### config.mk
export PLATFORM = sky130hd
export DESIGN_NAME = vis_readback_sched
export DESIGN_NICKNAME = d
export VERILOG_FILES = /design/src/rtl/vis_readback_sched.sv
export SDC_FILE = /design/constraint.sdc
export NUM_CORES = 1
export LEC_CHECK = 0
export BUFFER_PORTS_ARGS = -buffer_cell sky130_fd_sc_hd__buf_4
export CORE_MARGIN = 4
export CORE_UTILIZATION = 45
export DETAILED_ROUTE_END_ITERATION = 16
export HOLD_SLACK_MARGIN = 0.02
export PLACE_DENSITY = 0.8
export SLEW_MARGIN = 10
export SYNTH_ARGS = -nofsm -noshare
export SYNTH_HDL_FRONTEND = slang
export SYNTH_SLANG_ARGS = --single-unit
export TNS_END_PERCENT = 5
### constraint.sdc
create_clock -name clk_i -period 1.7 [get_ports clk_i]
set_clock_uncertainty 0.15 [all_clocks]
set_input_delay 0.085 -clock clk_i [delete_from_list [all_inputs] [get_ports clk_i]]
set_output_delay 0.085 -clock clk_i [all_outputs]
set_load 0.01 [all_outputs]
### src/rtl/vis_readback_sched.sv
// vis_readback_sched: drains one completed visibilities bank from NBLK
// correlator blocks over a single-outstanding read bus and streams every
// returned word into the visibilities output buffer with a linear index.
//
// State table
//   state  | meaning
//   S_IDLE | waiting for start_i; bank latched and counters cleared on start
//   S_REQ  | one-cycle read strobe for {bank, slot, word} on block blk
//   S_WAIT | waiting for ack_i, bounded by TIMEOUT cycles
//   S_DONE | one-cycle completion pulse, coincident with the last vis_we_o
//
// Ports
//   clk_i, rst           bus clock, synchronous active-high reset
//   start_i, bank_i      drain request and bank to drain
//   clr_i                clears the sticky overrun_o / err_o flags
//   cyc_o .. adr_o       read bus master side (we_o tied low)
//   ack_i, dat_i         read bus response from the selected block
//   vis_we_o/adr_o/dat_o output-buffer write port
//   busy_o, done_o       drain status
//   overrun_o, err_o     sticky: start while busy, ack timeout
module vis_readback_sched #(
   parameter int ACCUM   = 32,
   parameter int NBLK    = 4,
   parameter int TRATE   = 12,
   parameter int TBITS   = 4,
   parameter int BBITS   = 3,
   parameter int ABITS   = 3 + TBITS + BBITS,
   parameter int CBITS   = 9,
   parameter int TIMEOUT = 15
) (
   input  logic             clk_i,
   input  logic             rst,
   input  logic             start_i,
   input  logic [BBITS-1:0] bank_i,
   input  logic             clr_i,
   output logic             cyc_o,
   output logic             stb_o,
   output logic             we_o,
   output logic             bst_o,
   output logic [NBLK-1:0]  sel_o,
   output logic [ABITS-1:0] adr_o,
   input  logic             ack_i,
   input  logic [ACCUM-1:0] dat_i,
   output logic             vis_we_o,
   output logic [CBITS-1:0] vis_adr_o,
   output logic [ACCUM-1:0] vis_dat_o,
   output logic             busy_o,
   output logic             done_o,
   output logic             overrun_o,
   output logic             err_o
);

   localparam int NB = (NBLK > 1) ? $clog2(NBLK) : 1;
   localparam int TW = $clog2(TIMEOUT + 1);

   typedef enum logic [1:0] {S_IDLE, S_REQ, S_WAIT, S_DONE} state_t;
   state_t state, state_nxt;

   logic [BBITS-1:0] bank;
   logic [2:0]       word;
   logic [TBITS-1:0] slot;
   logic [NB-1:0]    blk;
   logic [CBITS-1:0] idx;
   logic [TW-1:0]    tcnt;
   logic             last_word;
   logic             tmo;

   assign last_word = (word == 3'd7) && (slot == TBITS'(TRATE - 1)) && (blk == NB'(NBLK - 1));
   assign tmo       = (state == S_WAIT) && !ack_i && (tcnt == TW'(TIMEOUT - 1));

   always_ff @(posedge clk_i) begin
      if (rst) state <= S_IDLE;
      else     state <= state_nxt;
   end

   always_comb begin
      state_nxt = state;
      cyc_o     = 1'b0;
      stb_o     = 1'b0;
      busy_o    = 1'b0;
      done_o    = 1'b0;
      case (state)
         S_IDLE: begin
            if (start_i) state_nxt = S_REQ;
         end
         S_REQ: begin
            cyc_o     = 1'b1;
            stb_o     = 1'b1;
            busy_o    = 1'b1;
            state_nxt = S_WAIT;
         end
         S_WAIT: begin
            cyc_o  = 1'b1;
            busy_o = 1'b1;
            if (ack_i)    state_nxt = last_word ? S_DONE : S_REQ;
            else if (tmo) state_nxt = S_IDLE;
         end
         S_DONE: begin
            cyc_o     = 1'b1;
            busy_o    = 1'b1;
            done_o    = 1'b1;
            state_nxt = S_IDLE;
         end
         default: state_nxt = S_IDLE;
      endcase
   end

   // Bus address/select are quiet outside a cycle so reset and idle show zeros.
   assign we_o  = 1'b0;
   assign bst_o = cyc_o && (word != 3'd7);
   assign sel_o = cyc_o ? (NBLK'(1) << blk) : '0;
   assign adr_o = cyc_o ? {bank, slot, word} : '0;

   always_ff @(posedge clk_i) begin
      if (rst) begin
         bank      <= '0;
         word      <= '0;
         slot      <= '0;
         blk       <= '0;
         idx       <= '0;
         tcnt      <= '0;
         vis_we_o  <= 1'b0;
         vis_adr_o <= '0;
         vis_dat_o <= '0;
         overrun_o <= 1'b0;
         err_o     <= 1'b0;
      end else begin
         vis_we_o <= 1'b0;

         if (state == S_IDLE && start_i) begin
            bank <= bank_i;
            word <= '0;
            slot <= '0;
            blk  <= '0;
            idx  <= '0;
         end

         if (state == S_REQ) tcnt <= '0;

         if (state == S_WAIT) begin
            if (ack_i) begin
               vis_dat_o <= dat_i;
               vis_adr_o <= idx;
               vis_we_o  <= 1'b1;
               idx       <= idx + 1'b1;
               if (word == 3'd7) begin
                  word <= '0;
                  if (slot == TBITS'(TRATE - 1)) begin
                     slot <= '0;
                     blk  <= (blk == NB'(NBLK - 1)) ? '0 : blk + 1'b1;
                  end else begin
                     slot <= slot + 1'b1;
                  end
               end else begin
                  word <= word + 1'b1;
               end
            end else begin
               tcnt <= tcnt + 1'b1;
            end
         end

         // Clear has priority over any new sticky event in the same cycle.
         if (clr_i) begin
            overrun_o <= 1'b0;
            err_o     <= 1'b0;
         end else begin
            if (start_i && state != S_IDLE) overrun_o <= 1'b1;
            if (tmo)                        err_o     <= 1'b1;
         end
      end
   end

endmodule

# Yosys cells after proc, flatten, opt, wreduce, memory -nomap -nowiden
# Index checks and enable logic that the tools add are counted.
# classes
addsub	5
n_reduce_logical	15
n_shift	1
eq_ne	10
n_mux	32
bitwise_logic	1
# ops
operator	n
4-bit 2-to-1 mux	9
9-bit 2-to-1 mux	3
2-bit 2-to-1 mux	10
3-bit 2-to-1 mux	4
10-bit 2-to-1 mux	1
9-bit by 1-bit adder with 9-bit output, second input constant	1
4-bit by 1-bit adder with 4-bit output, second input constant	2
4-bit equality test, second input constant	2
2-bit case mux with 4 select lines	1
1-bit logical AND	7
2-bit equality test, second input constant	3
3-bit != test, second input constant	2
1-bit 2-to-1 mux	4
2-bit AND reduction	2
2-bit OR reduction	2
1-bit by 2-bit left shift with 4-bit output, first input constant	1
3-bit by 1-bit adder with 3-bit output, second input constant	1
3-bit equality test, second input constant	1
3-bit OR reduction	1
2-bit by 1-bit adder with 2-bit output, second input constant	1
2-bit by 1-bit equality test with 1-bit output, second input constant	1
2-bit logical NOT	1
2-bit != test, second input constant	1
2-bit nonzero test	1
2 further kinds	2
# word_totals
inputBits	40
reg_bits	71

# Logic depth before layout (Yosys ltp)
# Gate-level depths: netlist (run 1).
# logic_depth
word_depth	7
mapped_depth	6
depth_no_buf	5

# Worst setup path before layout (run 1)
# Ideal clock, no wire load.
# synth_timing
kind	flip-flop to flip-flop
from	reg word[0]
to	reg blk[0]
path_slack_ns	-0.072
n_path_buf	1
arrival_time_ns	1.551
setup_ns	0.070
path_stages_with_launch	7
cell_sequence	dfxtp_1 > ha_1 > ha_1 > nand4b_1 > buf_2 > or4_1 > a21oi_1
# synth_via
elab_chain_len	4
# synth_lines
element	line	text
from (decl)	60	logic [2:0] word;
from (signal assigned)	155	word <= word + 1'b1;
3-bit equality test	146	if (word == 3'd7) begin
2-bit 2-to-1 mux	146	
2-bit 2-to-1 mux	141	if (ack_i) begin
2-bit 2-to-1 mux	140	if (state == S_WAIT) begin
to (signal assigned)	150	blk <= (blk == NB'(NBLK - 1)) ? '0 : blk + 1'b1;
to (decl)	62	logic [NB-1:0] blk;
# Every way passes these cells.
# A chain may end at the register's enable or synchronous reset.

# Worst setup path after layout (run 1)
# layout_timing
from	reg word[1]
to	reg slot[2]
# layout_via
elab_chain_len	4
# layout_lines
element	line	text
3-bit equality test	146	
4-bit 2-to-1 mux	146	
4-bit 2-to-1 mux	141	
4-bit 2-to-1 mux	140	
to (signal assigned)	152	slot <= slot + 1'b1;
to (decl)	61	logic [TBITS-1:0] slot;
# Every way passes these cells.

==> results of run 1 <==
## power by group
part / internal (mW) / switching, mW
Combinational: 0.250 / 0.227
Clock: 0.709 / 0.632
Sequential: 1.70 / 0.0264
Total: 2.66 / 0.886
## state kept, by name, summed over array words and instances (netlist names), 2 cells and up
| register | cells |
|---|---|
| slot | 4 |
| word | 3 |
| idx | 9 |
| state | 2 |
| blk | 2 |
| tcnt | 4 |
| vis_adr_o | 9 |
| bank | 3 |
| vis_dat_o | 32 |
## how the worst max path moves through the flow
| stage | start | end | slack (ns) | depth (start not counted) |
|---|---|---|---|---|
| 3_5_place_dp | word[1] | slot[2] | -0.11 | 5 |
| 2_1_floorplan | word[0] | blk[0] | 0.004 | 6 |
| 3_3_place_gp | word[1] | blk[0] | -0.05 | 5 |
| 6_report | word[1] | slot[2] | -0.007 | 5 |
| 5_1_grt | word[1] | slot[2] | -0.07 | 6 |
| 4_1_cts | word[1] | slot[2] | -0.005 | 5 |
## stage by stage
step	instance area, um^2	instances	setup TNS, ns	power (mW)	worst slack, ns
after global routing	4648	604	-0.3443	3.695	-0.07466
after CTS	4624	603	-0.005182	3.575	-0.005182
after global placement	3976	544	-0.09563	2.134	-0.04811
final	4648	604	-0.007458	3.543	-0.007458
after floorplan	3105	377	0	1.956	0.004492
after detailed placement	3976	544	-0.1951	2.143	-0.1147
## repair_timing
item,in CTS,in global routing
pin swaps,1,3
setup buffers,2,1
setup endpoints to repair,18,22
gates resized for setup,7,6
hold endpoints to repair,40,12
## layout by cell type, fill, tap and decap left out, types with 3 or more instances in the layout
master         netlist  routed
a211oi_1             4       4
a21oi_1             62      62
and2_0               3       3
and2_1              15      15
buf_4                2     119
clkbuf_8             0      10
clkinv_2             0       3
dfxtp_1             71      67
dlygate4sd3_1        0      40
ha_1                10       8
inv_1               10       9
nand2_1             93      93
nand3_1             11      11
nand3b_1             3       3
nand4_1              3       3
nor2_1               7       6
nor3_1               6       6
o211ai_1             4       4
o21ai_0              5       5
or3_1                3       3
or4_1                5       5
## layer usage
| layer | global-route usage (%) | share of wire [%] | up-vias |
|---|---|---|---|
| li1 | - | - | 1576 |
| met1 | 24.03 | 40 | 1477 |
| met2 | 39.16 | 53 | 86 |
| met3 | 4.250 | 5.5 | 10 |
| met4 | 9.045 | 1.6 | 0 |
| met5 | 0 | 0 | - |
## cell families (layout without fill, tap and decap cells)
group	Yosys count	in the layout	share of synthesized area (%)
flops	71	71	46.07
fa+ha+maj	10	10	4.055
compound gates	87	87	16.02
other cells	1	1	0.1215
simple gates	165	165	26.64
buf+inv	40	190	6.083
mux	3	3	1.014
## layout make-up
type	instances	area, um^2
Sequential cell	71	1431
Clock buffer	10	137.6
Fill cell	517	1847
Clock inverter	6	60.06
Timing Repair Buffer	164	1373
Tap cell	77	96.34
Multi-Input combinational cell	266	1510
Inverter	10	40.04
==> flow_metrics.tcl, run 1 <==
set metrics [dict create \
    crit_path_end_kind "flip-flop" \
    crit_chain "ha_4, ha_4, nand4b_1, or4b_1, a31oi_1" \
    r2r-end "slot[2]" \
    die_h_um 90.81 \
    final_max_slew_viol_count 0 \
    reg2reg_slack_ns -0.007 \
    root_buffer "clkbuf_8" \
    grt_pass1_wl_mm 14.42 \
    fp.dieW_um 90.81 \
    synthCells 377 \
    firstDrtPassIters 4 \
    antenna_found_initial 0 \
    fmax_mhz 585.7 \
    synth_ff_type "dfxtp_1" \
    htreeDepth 3 \
    first_global_vias 3076 \
    max_stage_delay_ns 0.51 \
    final.setup.worst_slack_ns -0.007458 \
    path_max_fanout 4 \
    fin_util_pct 71.57 \
    syn_nets 427 \
    nNetsFinal 572 \
    cp_common_cell "ha_4" \
    rows 29 \
    min_to "vis_dat_o[23]" \
    cts_tree "done" \
    dieArea_mm2 0.008246 \
    path_delay_family "simple AND/OR/NAND/NOR gates" \
    synth.largest_area_cell "dfxtp_1" \
    worstMarginPinSlew_ns 0.7334 \
    ios 104 \
    clock_latency_ns 0.34 \
    netlist_area_mm2 0.003085 \
    ys_seq_area_share_pct 46.07 \
    cts_buffers 9 \
    crit_type "flip-flop to flip-flop" \
    cp_num_buf_inv 0 \
    rsz0062_at_grt "true" \
    async_reset_ff_share_pct 0 \
    maxCapViolCount 0 \
    port_buffers 102 \
    synth.most_common_cell "nand2_1" \
    ys_types 47 \
    drive_above_1_share_pct 28.84 \
    coreArea_mm2 0.006495 \
    synthTopCellsByArea "dfxtp_1 46%, nand2_1 11%, a21oi_1 10%" \
    gp_congestion 0.7787 \
    startpoint_type "flip-flop" \
    ir_worst_vdd_mv 0.4032 \
    period_share_pct 100.4 \
    worstHoldStart "rst" \
    synth_edf_count 0 \
    powerDensity_mw_per_mm2 762.3 \
    status "finished with violations" \
    cts.sinks 71 \
    start_util_pct 47.51 \
    wirelength_mm 8.816 \
    grt_start_max_net_pins 34 \
    period_needed_ns 1.707 \
    ctsLongestPathBuffers 2 \
    synth_seq_cells 71 \
    hold_class "input pin to flip-flop" \
    synthTopCellsByCount "93 x nand2_1, 71 x dfxtp_1, 62 x a21oi_1" \
    violations "negative hold slack, negative setup slack" \
    holdPathStages 2 \
    finalSetupViolations 1 \
    viasPerCell 5.214 \
    num_antenna_cells 0 \
    ys.warnings.count 0 \
    leakage_nw 1.909 \
    dp_hpwl_mm 5.513 \
    syn_area_per_cell_um2 8.184 \
    r2r_start "word[1]" \
    drt_iter0_drc 94 \
    drc 0 \
    required_ns 1.82 \
    reg2reg_depth 5 \
    yosysTopAreaCellShare_pct 46.07 \
    vias 3149 \
    hold_viol 12 \
    cts-hold-fix-buffers 41 \
    max-slew-margin-rel_pct 50.95 \
    cp_slowest_cell "or4b_1" \
    grt.overflow.total 0 \
    wire_per_inst_um 14.60 \
    track_usage_pct 21.42 \
    area_delta_synth_final_pct 50.65 \
    hold_ws_ns -0.04634 \
    cp.arrival_ns 1.82 \
    clk_pin_slew_ns 0.08 \
    ant_nets 0 \
]
No activity file was read; power rests on OpenSTA's default activity.
==> run 2: changes to the inputs <==
==> constraint.sdc (replaced) <==
create_clock -name clk_i -period 1.7 [get_ports clk_i]
set_clock_uncertainty 0.15 [all_clocks]
set_input_delay 0.17 -clock clk_i [delete_from_list [all_inputs] [get_ports clk_i]]
set_output_delay 0.17 -clock clk_i [all_outputs]
set_load 0.01 [all_outputs]
==> run 2 against run 1 <==
Net effect:
- the run ends with negative setup slack left
- flip-flop and latch count is the same
- hold slack better by 0.16 ns
- critical endpoint is now slot[0]
- cell area down 0.38%
- maximum frequency down 4.3%
- core utilization shrank 0.27 points
- sequential power is essentially flat
- highest routed layer unchanged
- via count down 0.79%
- wire length shrank 2.1%
- cell count down 0.83%
- non-clock buffer count shrank 5
- combinational power down 1%
- first-iteration DRC count up 33%
==> flow_metrics.tcl, run 2 (synthesis results as in run 1) <==
set metrics [dict create \
    status "finished with violations" \
    violations "negative setup slack" \
    largest_register_ffs 32 \
    multi_input_area_mm2 0.001518 \
    ir_worst_vdd_mv 0.4006 \
    required_ns 1.81 \
    seqCellArea_mm2 0.001429 \
    reg2reg_depth 6 \
    num_antenna_cells 0 \
    clk_pin_slew_ns 0.08 \
    drive_above_1_share_pct 29.31 \
    dp_hpwl_mm 5.364 \
    top_regs "vis_dat_o: 32 flops, idx: 9 flops, vis_adr_o: 9 flops" \
    ios 104 \
    hold_class "input pin to flip-flop" \
    leakage_nw 1.889 \
    first_global_vias 2960 \
    startpoint_type "flip-flop" \
    path_max_fanout 5 \
    clock_latency_ns 0.34 \
    hold_viol 0 \
    period_needed_ns 1.784 \
    firstDrtPassIters 4 \
    area_delta_synth_final_pct 50.08 \
    power_switching_mw 0.8887 \
    cp.arrival_ns 1.90 \
    crit_path_end_kind "flip-flop" \
    drt_iter0_drc 125 \
    place_ws_ns -0.1366 \
    fp.dieW_um 90.81 \
    final.setup.worst_slack_ns -0.08448 \
    start_util_pct 47.51 \
    fin_area_mm2 0.004631 \
    wirelength_mm 8.627 \
    min_to "vis_dat_o[15]" \
    layout_commonest_cell "buf_4" \
    place_area_mm2 0.003976 \
    powerDensity_mw_per_mm2 798.8 \
    power_frac_comb_pct 12.7 \
    ctsLongestPathBuffers 2 \
    r2r_start "word[0]" \
    track_usage_pct 20.79 \
    reg2reg_slack_ns -0.08 \
    largest_register "vis_dat_o" \
    rows 29 \
    period_share_pct 105.0 \
    internal_power_mw 2.811 \
    root_buffer "clkbuf_8" \
    crit_type "flip-flop to flip-flop" \
    vias 3124 \
    mostFrequentLayoutCells "117 x buf_4, 93 x nand2_1, 65 x dfxtp_1" \
    cts.sinks 71 \
    wire_per_inst_um 14.40 \
    port_buffers 102 \
    switching_share_pct 24.02 \
    drc 0 \
    antenna_found_initial 0 \
    final_max_slew_viol_count 0 \
    r2r-end "slot[0]" \
    holdPathStages 2 \
    gp_congestion 0.7562 \
    worstHoldStart "rst" \
    cts_buffers 9 \
    num-fill-cells 508 \
    grt.overflow.total 0 \
    ant_nets 0 \
    cts_tree "done" \
    finalSetupViolations 18 \
    rsz0062_at_grt "true" \
    cp-startpoint "word[0]" \
    fmax_mhz 560.4 \
    grt_start_max_net_pins 42 \
    dieArea_mm2 0.008246 \
    htreeDepth 3 \
    nNetsFinal 567 \
    pwr-share-seq_pct 46.7 \
    coreArea_mm2 0.006495 \
    grt_pass1_wl_mm 14.13 \
    maxCapViolCount 0 \
    pwr-share-clk_pct 40.6 \
    viasPerCell 5.215 \
    die_h_um 90.81 \
]
-- run 2: stage by stage --
stage                     instances  hold slack, ns  total power, mW  TNS (ns)  util (%)
after floorplan                 377         0.09679            1.956         0         -
after global placement          544          0.1922            2.134  -0.06055     61.22
after detailed placement        544          0.1983            2.143   -0.1952     61.22
after CTS                       598         0.07258            3.718   -0.2966     70.93
after global routing            599          0.1171            3.848    -1.870     71.30
final                           599          0.1165            3.699   -0.7292     71.30
-- run 2: cell type report --
class | count | area share [%]
tap | 77 | 2.081
clock inverter | 5 | 1.756
timing repair buffer | 159 | 28.56
clock buffer | 11 | 3.053
sequential | 71 | 30.86
inverter | 10 | 0.9187
multi-input combinational | 266 | 32.78
-- run 2: power groups by stage --
stage	clock [mW]	combinational (mW)	sequential, mW
after global placement	0	0.374	1.76
after detailed placement	0	0.382	1.76
after global routing	1.61	0.509	1.73
after CTS	1.53	0.461	1.72
after floorplan	0	0.190	1.77
final	1.50	0.471	1.73
-- run 2: routing by layer --
| layer | vias up | routed length (um) | GRT usage, % |
|---|---|---|---|
| li1 | 1564 | - | - |
| met1 | 1446 | 3590 | 24.51 |
| met2 | 98 | 4382 | 35.64 |
| met3 | 16 | 443 | 5.000 |
| met4 | 0 | 210 | 9.422 |
| met5 | - | 0 | 0 |
-- run 2: how the worst max path moves through the flow --
| stage | to | cells after the start | slack [ns] |
|---|---|---|---|
| after floorplan | blk[0] | 6 | 0.004 |
| after global placement | slot[2] | 5 | -0.03 |
| after detailed placement | slot[2] | 5 | -0.14 |
| after CTS | adr_o[0] | 5 | -0.03 |
| after global routing | slot[0] | 6 | -0.13 |
| final | slot[0] | 6 | -0.08 |
-- run 2: worst max-delay path: stages (launching register included) --
cell      delay [ns]
dfxtp_2         0.36
ha_4            0.14
ha_4            0.13
nand4b_1        0.20
buf_4           0.22
or3_1           0.35
a21oi_1         0.16
-- run 2: what timing repair did --
action | CTS | global route
setup buffers | 1 | 1
resized for setup | 9 | 6
pin swaps | 0 | 4
endpoints found under the setup margin | 22 | 25
endpoints found under the hold margin | 38 | 0
hold buffers | 37 | 0
